==> src/rtl/stream_arb_mux.sv <==
// Stream arbiter/mux: picks one of NUM_IN valid/ready channels (fixed select or
// round-robin) and registers the winner into a single output stage.
module stream_arb_mux #(
    parameter int WIDTH  = 32,
    parameter int NUM_IN = 4,
    parameter int SEL_W  = 2
) (
    input  logic                    clk,
    input  logic                    rst_n,
    input  logic                    mode,
    input  logic [SEL_W-1:0]        sel,
    input  logic [NUM_IN*WIDTH-1:0] in_data,
    input  logic [NUM_IN-1:0]       in_valid,
    output logic [NUM_IN-1:0]       in_ready,
    output logic [WIDTH-1:0]        out_data,
    output logic                    out_valid,
    input  logic                    out_ready,
    output logic [SEL_W-1:0]        out_sel
);

    logic [SEL_W-1:0] rr_ptr_q, rr_ptr_d;
    logic [WIDTH-1:0] out_data_q, out_data_d;
    logic [SEL_W-1:0] out_sel_q, out_sel_d;
    logic             out_valid_q, out_valid_d;

    logic             gnt_vld;
    logic [SEL_W-1:0] gnt_idx;
    logic [WIDTH-1:0] gnt_data;
    logic             reg_free;
    logic             xfer;

    function automatic logic [SEL_W-1:0] rr_idx(input logic [SEL_W-1:0] ptr, input int k);
        return SEL_W'((int'(ptr) + k) % NUM_IN);
    endfunction

    // Fixed mode only looks at in_valid[sel]; an out-of-range sel matches no channel.
    // Round-robin walks downward in k so the lowest offset from rr_ptr wins.
    always_comb begin
        gnt_vld = 1'b0;
        gnt_idx = '0;
        if (!mode) begin
            for (int i = 0; i < NUM_IN; i++) begin
                if (sel == SEL_W'(i) && in_valid[i]) begin
                    gnt_vld = 1'b1;
                    gnt_idx = SEL_W'(i);
                end
            end
        end else begin
            for (int k = NUM_IN - 1; k >= 0; k--) begin
                if (in_valid[rr_idx(rr_ptr_q, k)]) begin
                    gnt_vld = 1'b1;
                    gnt_idx = rr_idx(rr_ptr_q, k);
                end
            end
        end
    end

    always_comb begin
        gnt_data = '0;
        for (int i = 0; i < NUM_IN; i++) begin
            if (gnt_idx == SEL_W'(i)) gnt_data = in_data[i*WIDTH +: WIDTH];
        end
    end

    assign reg_free = !out_valid_q || out_ready;
    assign xfer     = rst_n && reg_free && gnt_vld;

    always_comb begin
        in_ready = '0;
        for (int i = 0; i < NUM_IN; i++) begin
            if (xfer && gnt_idx == SEL_W'(i)) in_ready[i] = 1'b1;
        end
    end

    always_comb begin
        rr_ptr_d    = rr_ptr_q;
        out_data_d  = out_data_q;
        out_sel_d   = out_sel_q;
        out_valid_d = out_valid_q;
        if (reg_free) begin
            out_valid_d = xfer;
            if (xfer) begin
                out_data_d = gnt_data;
                out_sel_d  = gnt_idx;
            end
        end
        if (xfer && mode) begin
            rr_ptr_d = (gnt_idx == SEL_W'(NUM_IN - 1)) ? '0 : gnt_idx + SEL_W'(1);
        end
    end

    always_ff @(posedge clk or negedge rst_n) begin
        if (!rst_n) begin
            rr_ptr_q    <= '0;
            out_data_q  <= '0;
            out_sel_q   <= '0;
            out_valid_q <= 1'b0;
        end else begin
            rr_ptr_q    <= rr_ptr_d;
            out_data_q  <= out_data_d;
            out_sel_q   <= out_sel_d;
            out_valid_q <= out_valid_d;
        end
    end

    assign out_data  = out_data_q;
    assign out_sel   = out_sel_q;
    assign out_valid = out_valid_q;

endmodule

==> config.mk <==
export PLATFORM = sky130hd
export DESIGN_NAME = stream_arb_mux
export DESIGN_NICKNAME = d
export VERILOG_FILES = /design/src/rtl/stream_arb_mux.sv
export SDC_FILE = /design/constraint.sdc
export NUM_CORES = 1
export LEC_CHECK = 0
export CAP_MARGIN = 20
export CORE_ASPECT_RATIO = 1.4
export CORE_UTILIZATION = 37
export DETAILED_ROUTE_END_ITERATION = 6
export HOLD_SLACK_MARGIN = 0.08
export PLACE_DENSITY = 0.82
export SKIP_LAST_GASP = 1
export SLEW_MARGIN = 0
export SYNTH_ARGS = -nofsm -noshare
export SYNTH_HDL_FRONTEND = slang
export SYNTH_SLANG_ARGS = --single-unit
==> constraint.sdc <==
create_clock -name clk -period 3.7 [get_ports clk]
set_input_delay 0.925 -clock clk [delete_from_list [all_inputs] [get_ports clk]]
set_output_delay 0.925 -clock clk [all_outputs]
set_load 0.01 [all_outputs]
### Yosys cells after proc, flatten, opt, wreduce, memory -nomap -nowiden

Cells that the tools add are included.

| word-level totals | value |
|---|---|
| output and inout port bits | 39 |
| register bits after elaboration | 37 |
| bits of input ports | 138 |

| operators by class | value |
|---|---|
| mux-type cells | 34 |
| eq/ne operators | 6 |
| add/subtract/negate cells | 4 |
| $lt $le $gt $ge | 4 |
| reductions and logical operators | 16 |

Operators with widths:

| cell | count |
|---|---|
| 32-bit 2-to-1 mux | 4 |
| 1-bit 2-to-1 mux | 18 |
| 2-bit 2-to-1 mux | 8 |
| 2-bit by 3-bit less-than comparator with 1-bit output (second input constant) | 4 |
| 1-bit logical AND | 11 |
| 1-bit binary-select mux with 2-bit select | 4 |
| 2-bit == test (second input constant) | 4 |
| 2-bit by 1-bit adder with 2-bit output (second input constant) | 2 |
| 2-bit adder (second input constant) | 2 |
| 2-bit by 1-bit == test with 1-bit output (second input constant) | 2 |
| 2-bit logical NOT | 2 |
| 2-bit AND reduction | 1 |
| 1-bit logical NOT | 1 |
| 1-bit logical OR | 1 |

### Longest topological paths before layout

| depth | value |
|---|---|
| depth after elaboration | 13 |
| mapped depth | 11 |

### Worst setup path before layout

Ideal clock, no wire load.

| timing | value |
|---|---|
| path kind | in2out |
| from | in in_valid[0] |
| to | out in_ready[3] |
| arrival | 2.707 ns |
| required time | 2.775 ns |
| stages on the path | 8 |
| path buffers | 2 |
| slack | 0.068 ns |
| path through | nand3_1 -> a21oi_1 -> a2111oi_0 -> a31o_2 -> ha_1 -> clkbuf_1 -> clkbuf_1 -> and2_1 |

| on the way | value |
|---|---|
| word-level cells in the longest chain between the ends | 10 |

Ends and longest elaborated chain:

| what | line | text |
|---|---|---|
| from (decl) | 13 | `input logic [NUM_IN-1:0] in_valid,` |
| 1-bit binary-select mux with 2-bit select | 50 | `if (in_valid[rr_idx(rr_ptr_q, k)]) begin` |
| 1-bit 2-to-1 mux (implied by the code) | 50 |  |
| 2-bit 2-to-1 mux (3 in a row) | 50 |  |
| 2-bit 2-to-1 mux (*) | 50 |  |
| 2-bit 2-to-1 mux (*) | 41 | `if (!mode) begin` |
| net gnt_idx[1] | 27 | `logic [SEL_W-1:0] gnt_idx;` |
| 2-bit == test (*) | 71 | `if (xfer && gnt_idx == SEL_W'(i)) in_ready[i] = 1'b1;` |
| 1-bit logical AND (*) | 71 |  |
| 1-bit 2-to-1 mux (*) | 71 |  |
| to (decl) | 14 | `output logic [NUM_IN-1:0] in_ready,` |

The timed path passes the listed nets; every way through them passes the cells marked *. The select of a mux whose other input is x is not followed.

### Final worst setup path

| timing | value |
|---|---|
| from | in in_valid[2] |
| to | out in_ready[2] |

| on the way | value |
|---|---|
| word-level cells in the longest chain between the ends | 10 |

Ends and longest elaborated chain:

| what | line |
|---|---|
| 1-bit binary-select mux with 2-bit select | 50 |
| 1-bit 2-to-1 mux (implied by the code) | 50 |
| 2-bit 2-to-1 mux / 1-bit 2-to-1 mux (equally long branches) (4 in a row) | 50 |
| 2-bit 2-to-1 mux / 1-bit 2-to-1 mux (equally long branches) | 41 |
| 2-bit == test / 1-bit logical AND (equally long branches) | 71, 66 |
| 1-bit logical AND (*) | 71 |
| 1-bit 2-to-1 mux (*) | 71 |

Mark *: on every way between the ends. The rest lies on a longest branch, timed or not. The select of a mux whose other input is x is not followed.

==> summary.md <==
| Metric | Value |
|---|---|
| Residual DRC | `0` |
| Power consumption | `0.00247 W` |
| Vias per std cell | `approximately 5.3` |
| Post-synth design cell area | `2690 µm²` |
| Share of cells above drive strength 1 | `between 10% and 20%` |
| Sw Share | `32.8%` |
| Sequential area share after synthesis | `34.4%` |
| Post-place instance area | `between 4000 and 5000 µm²` |
| Crit Path Class | `primary input to output pin` |
| Last weighted congestion value of the routability-driven placer | `0.917` |
| Count of pins over their slew limit | `0` |
| RSZ-0062 raised after global routing | `true` |
| Sum Neg Setup Slack | `0 ps` |
| Drt first pass iters | `4` |
| Core area | `approximately 7000 µm²` |
| Clock period minus final worst setup slack | `3700 ps` |
| Setup clock skew after layout | `7.70 ps` |
| Number of sinks on the clock net | `37` |
| Largest net degree at the start of global routing | `65` |
| Full die area | `~7600 µm²` |
| HPWL after detailed placement | `7130 µm` |
| Worst Tran Pin Value | `614 ps` |
| Maximum fanout along the worst path | `4` |
| Detail-routed net length per standard cell | `17.1 µm` |
| Startpoint type of the worst setup path | `primary input` |
| Port Buf Inserts | `176` |
| Number of synthesized register bits | `37` |
| Worst-case setup margin in the final layout | `4.49 ps` |
| Total CTS buffers | `5` |
| Number of hold-slack violations in the final timing report | `0` |
| Latest clock arrival within the worst-skew pair | `290 ps` |
| Worst min-delay path category | `register to register` |
| Total number of vias | `2,897` |
| Area overhead of the layout relative to synthesis | `78.0%` |
| Logic gate share of total power | `57.7%` |
| Clock slew seen by the registers of the worst setup and hold paths | `80 ps` |
| Remaining number of nets flagged by the antenna check after routing | `0` |
| Max-cap violations | `0` |
| Clock tree from TritonCTS | `yes` |
| Synthesized instance count | `between 200 and 300` |
| Buffer levels on the longest clock path | `2` |
| First-pass GRT wire length | `13,800 µm` |
| Most common cell after layout, fill and taps aside | `sky130_fd_sc_hd__clkdlybuf4s50_1` |
| Total global routing track utilization | `24.3%` |
| Antenna Cells | `0` |
| Most used cells in the layout excluding fill and tap cells | `sky130_fd_sc_hd__clkdlybuf4s50_1, sky130_fd_sc_hd__dfrtp_1, sky130_fd_sc_hd__nand2_1` |
| Total of endpoints with negative setup slack in the final report | `0` |
| Clock network fraction of design power | `14.0%` |
| Total congestion overflow after global routing | `0` |
| Net switching power | `approximately 0.0008 W` |
| Internal power | `0.00166 W` |
| Endpoint arrival time on the critical path | `2770 ps` |
| Final wirelength | `9340 µm` |
| Horizontal die dimension | `74.1 µm` |
| Count of warnings emitted by yosys | `0` |
| Mean Syn Cell Area | `10.1 µm²` |
| Flop pwr share | `28.3%` |
| Post-route cell area | `4790 µm²` |
| Final critical-path share of the clock period | `99.9%` |
| CTS H-tree lvls | `2` |
| Filler cell count in the final layout | `555` |
| Clock Tree Root | `sky130_fd_sc_hd__clkbuf_8` |
| Worst slack at placement | `-677 ps` |
| Worst slack on hold paths | `slightly above 500 ps` |
| Number of setup buffers added after CTS | `0` |
| Leak | `1.90 nW` |
| Num rows | `36` |
| Achievable clock frequency | `roughly 0.27 GHz` |
| Number of DRC markers in iteration 0 | `89` |
| Power density relative to cell area | `between 500 and 600 nW/µm²` |
| Starting Density | `38.5%` |
| Die Y-Extent | `103 µm` |
| Max IR drop VDD | `between 0.0002 and 0.0003 V` |
| Required time worst endpoint | `2770 ps` |
| Synth Net Count | `409` |
| Worst slew margin relative to its limit | `about 60%` |
| Status | `completed` |
| Library cells used by synthesis | `33` |
| Layout net count | `591` |
| Via count of the first global-routing pass | `just under 3,000` |
| Number of top-level pins | `about 180` |
| Initial antenna violation count | `0` |
| Endpoint kind of the worst setup timing path | `output pin` |
path summary, 6_finish.rpt:
kind	cells after the start	slack [ps]	startpoint	to
max	8	4	in_valid[2]	in_ready[2]
min	1	510	out_data[25]	out_data[25]
max reg2reg	12	700	rr_ptr_q[1]	out_data[13]
min reg2reg	1	510	out_data[25]	out_data[25]
max in group asynchronous	2	2630	rst_n	out_data[17]
min in group asynchronous	2	730	rst_n	out_sel[1]
worst max-delay path, cell delays in order:
cell and delay (ps):
sky130_fd_sc_hd__clkdlybuf4s50_1 420, sky130_fd_sc_hd__buf_4 150, sky130_fd_sc_hd__a221o_1 330, sky130_fd_sc_hd__o22a_1 240, sky130_fd_sc_hd__buf_4 150, sky130_fd_sc_hd__ha_2 180, sky130_fd_sc_hd__and2_1 140, sky130_fd_sc_hd__clkdlybuf4s15_2 240
layout make-up:
cell class | instances | area (µm²) | area share, %
clock inverters | 2 | 38.8 | 0.810
well taps | 95 | 119 | 2.48
repair buffers | 199 | 1950 | 40.6
multi-input cells | 201 | 1670 | 34.8
inverters | 5 | 18.8 | 0.392
clock buffers | 6 | 72.6 | 1.52
flip-flops and latches | 37 | 926 | 19.3
flip-flops by register name (all words and copies together) (netlist names):
signal,cells
out_valid,1
rr_ptr_q,2
out_data,32
out_sel,2
kinds of logic (layout without fill, tap and decap cells):
group	Yosys count	in the layout	share of synthesized area [%]
adders and majority gates	4	4	1.86
and+or+nand+nor	79	79	15.3
DFF	37	37	34.4
muxes	38	38	19.7
buffers and inverters	29	212	4.88
AOI/OAI and AO/OA	80	80	23.8
power by group through the flow:
stage	Combinational, W	Sequential, W	Clock, W
after floorplan	0.000618	0.000777	0
after global placement	0.00140	0.000692	0
after detailed placement	0.00142	0.000703	0
after CTS	0.00143	0.000701	0.000354
after global routing	0.00152	0.000724	0.000372
final	0.00143	0.000698	0.000346
cell usage after synthesis (all sizes together):
| library cell | count | area [µm²] |
|---|---|---|
| o31ai | 31 | 233 |
| inv | 5 | 18.8 |
| a31o | 1 | 8.76 |
| a21bo | 1 | 10.0 |
| dfrtp | 37 | 926 |
| nand4 | 1 | 6.26 |
| mux2 | 34 | 477 |
| clkbuf | 21 | 78.8 |
| o211ai | 1 | 21.3 |
| o21ai | 5 | 25.0 |
| mux2i | 3 | 30.0 |
| nand2b | 1 | 6.26 |
| buf | 3 | 33.8 |
| o32a | 1 | 10.0 |
| nor2b | 32 | 200 |
| mux4 | 1 | 22.5 |
| a221o | 1 | 10.0 |
| a21oi | 4 | 20.0 |
| a2111oi | 1 | 8.76 |
| o22a | 1 | 8.76 |
| a31oi | 1 | 6.26 |
| ha | 4 | 50.1 |
| and2 | 4 | 25.0 |
| a22o | 1 | 8.76 |
| or4 | 1 | 11.3 |
| nor3b | 1 | 7.51 |
| a221oi | 31 | 272 |
| nor2 | 4 | 22.5 |
| nand2 | 33 | 124 |
| nand3 | 1 | 5.00 |
| nor3 | 1 | 5.00 |
metrics by stage:
| step | utilization (%) | cells |
|---|---|---|
| 6_report | 68.6 | 545 |
| 5_1_grt | 68.6 | 545 |
| 4_1_cts | 68.4 | 545 |
| 3_5_place_dp | 66.7 | 537 |
| 3_3_place_gp | 66.7 | 537 |
| 2_1_floorplan | - | 267 |
per-layer routing:
metal	vias up	GRT usage, %	share of wire [%]
li1	1372	-	-
met1	1395	23.9	35
met2	106	48.1	56
met3	24	4.11	5.2
met4	0	10.7	3.3
met5	-	0	0
repair_timing:
action                                  in CTS  in global routing
endpoints found under the setup margin      35                  6
resized for setup                           18                  4
pin swaps                                    2                  2
hold buffers                                 0                  0
Power figures use the tool's default switching activity.
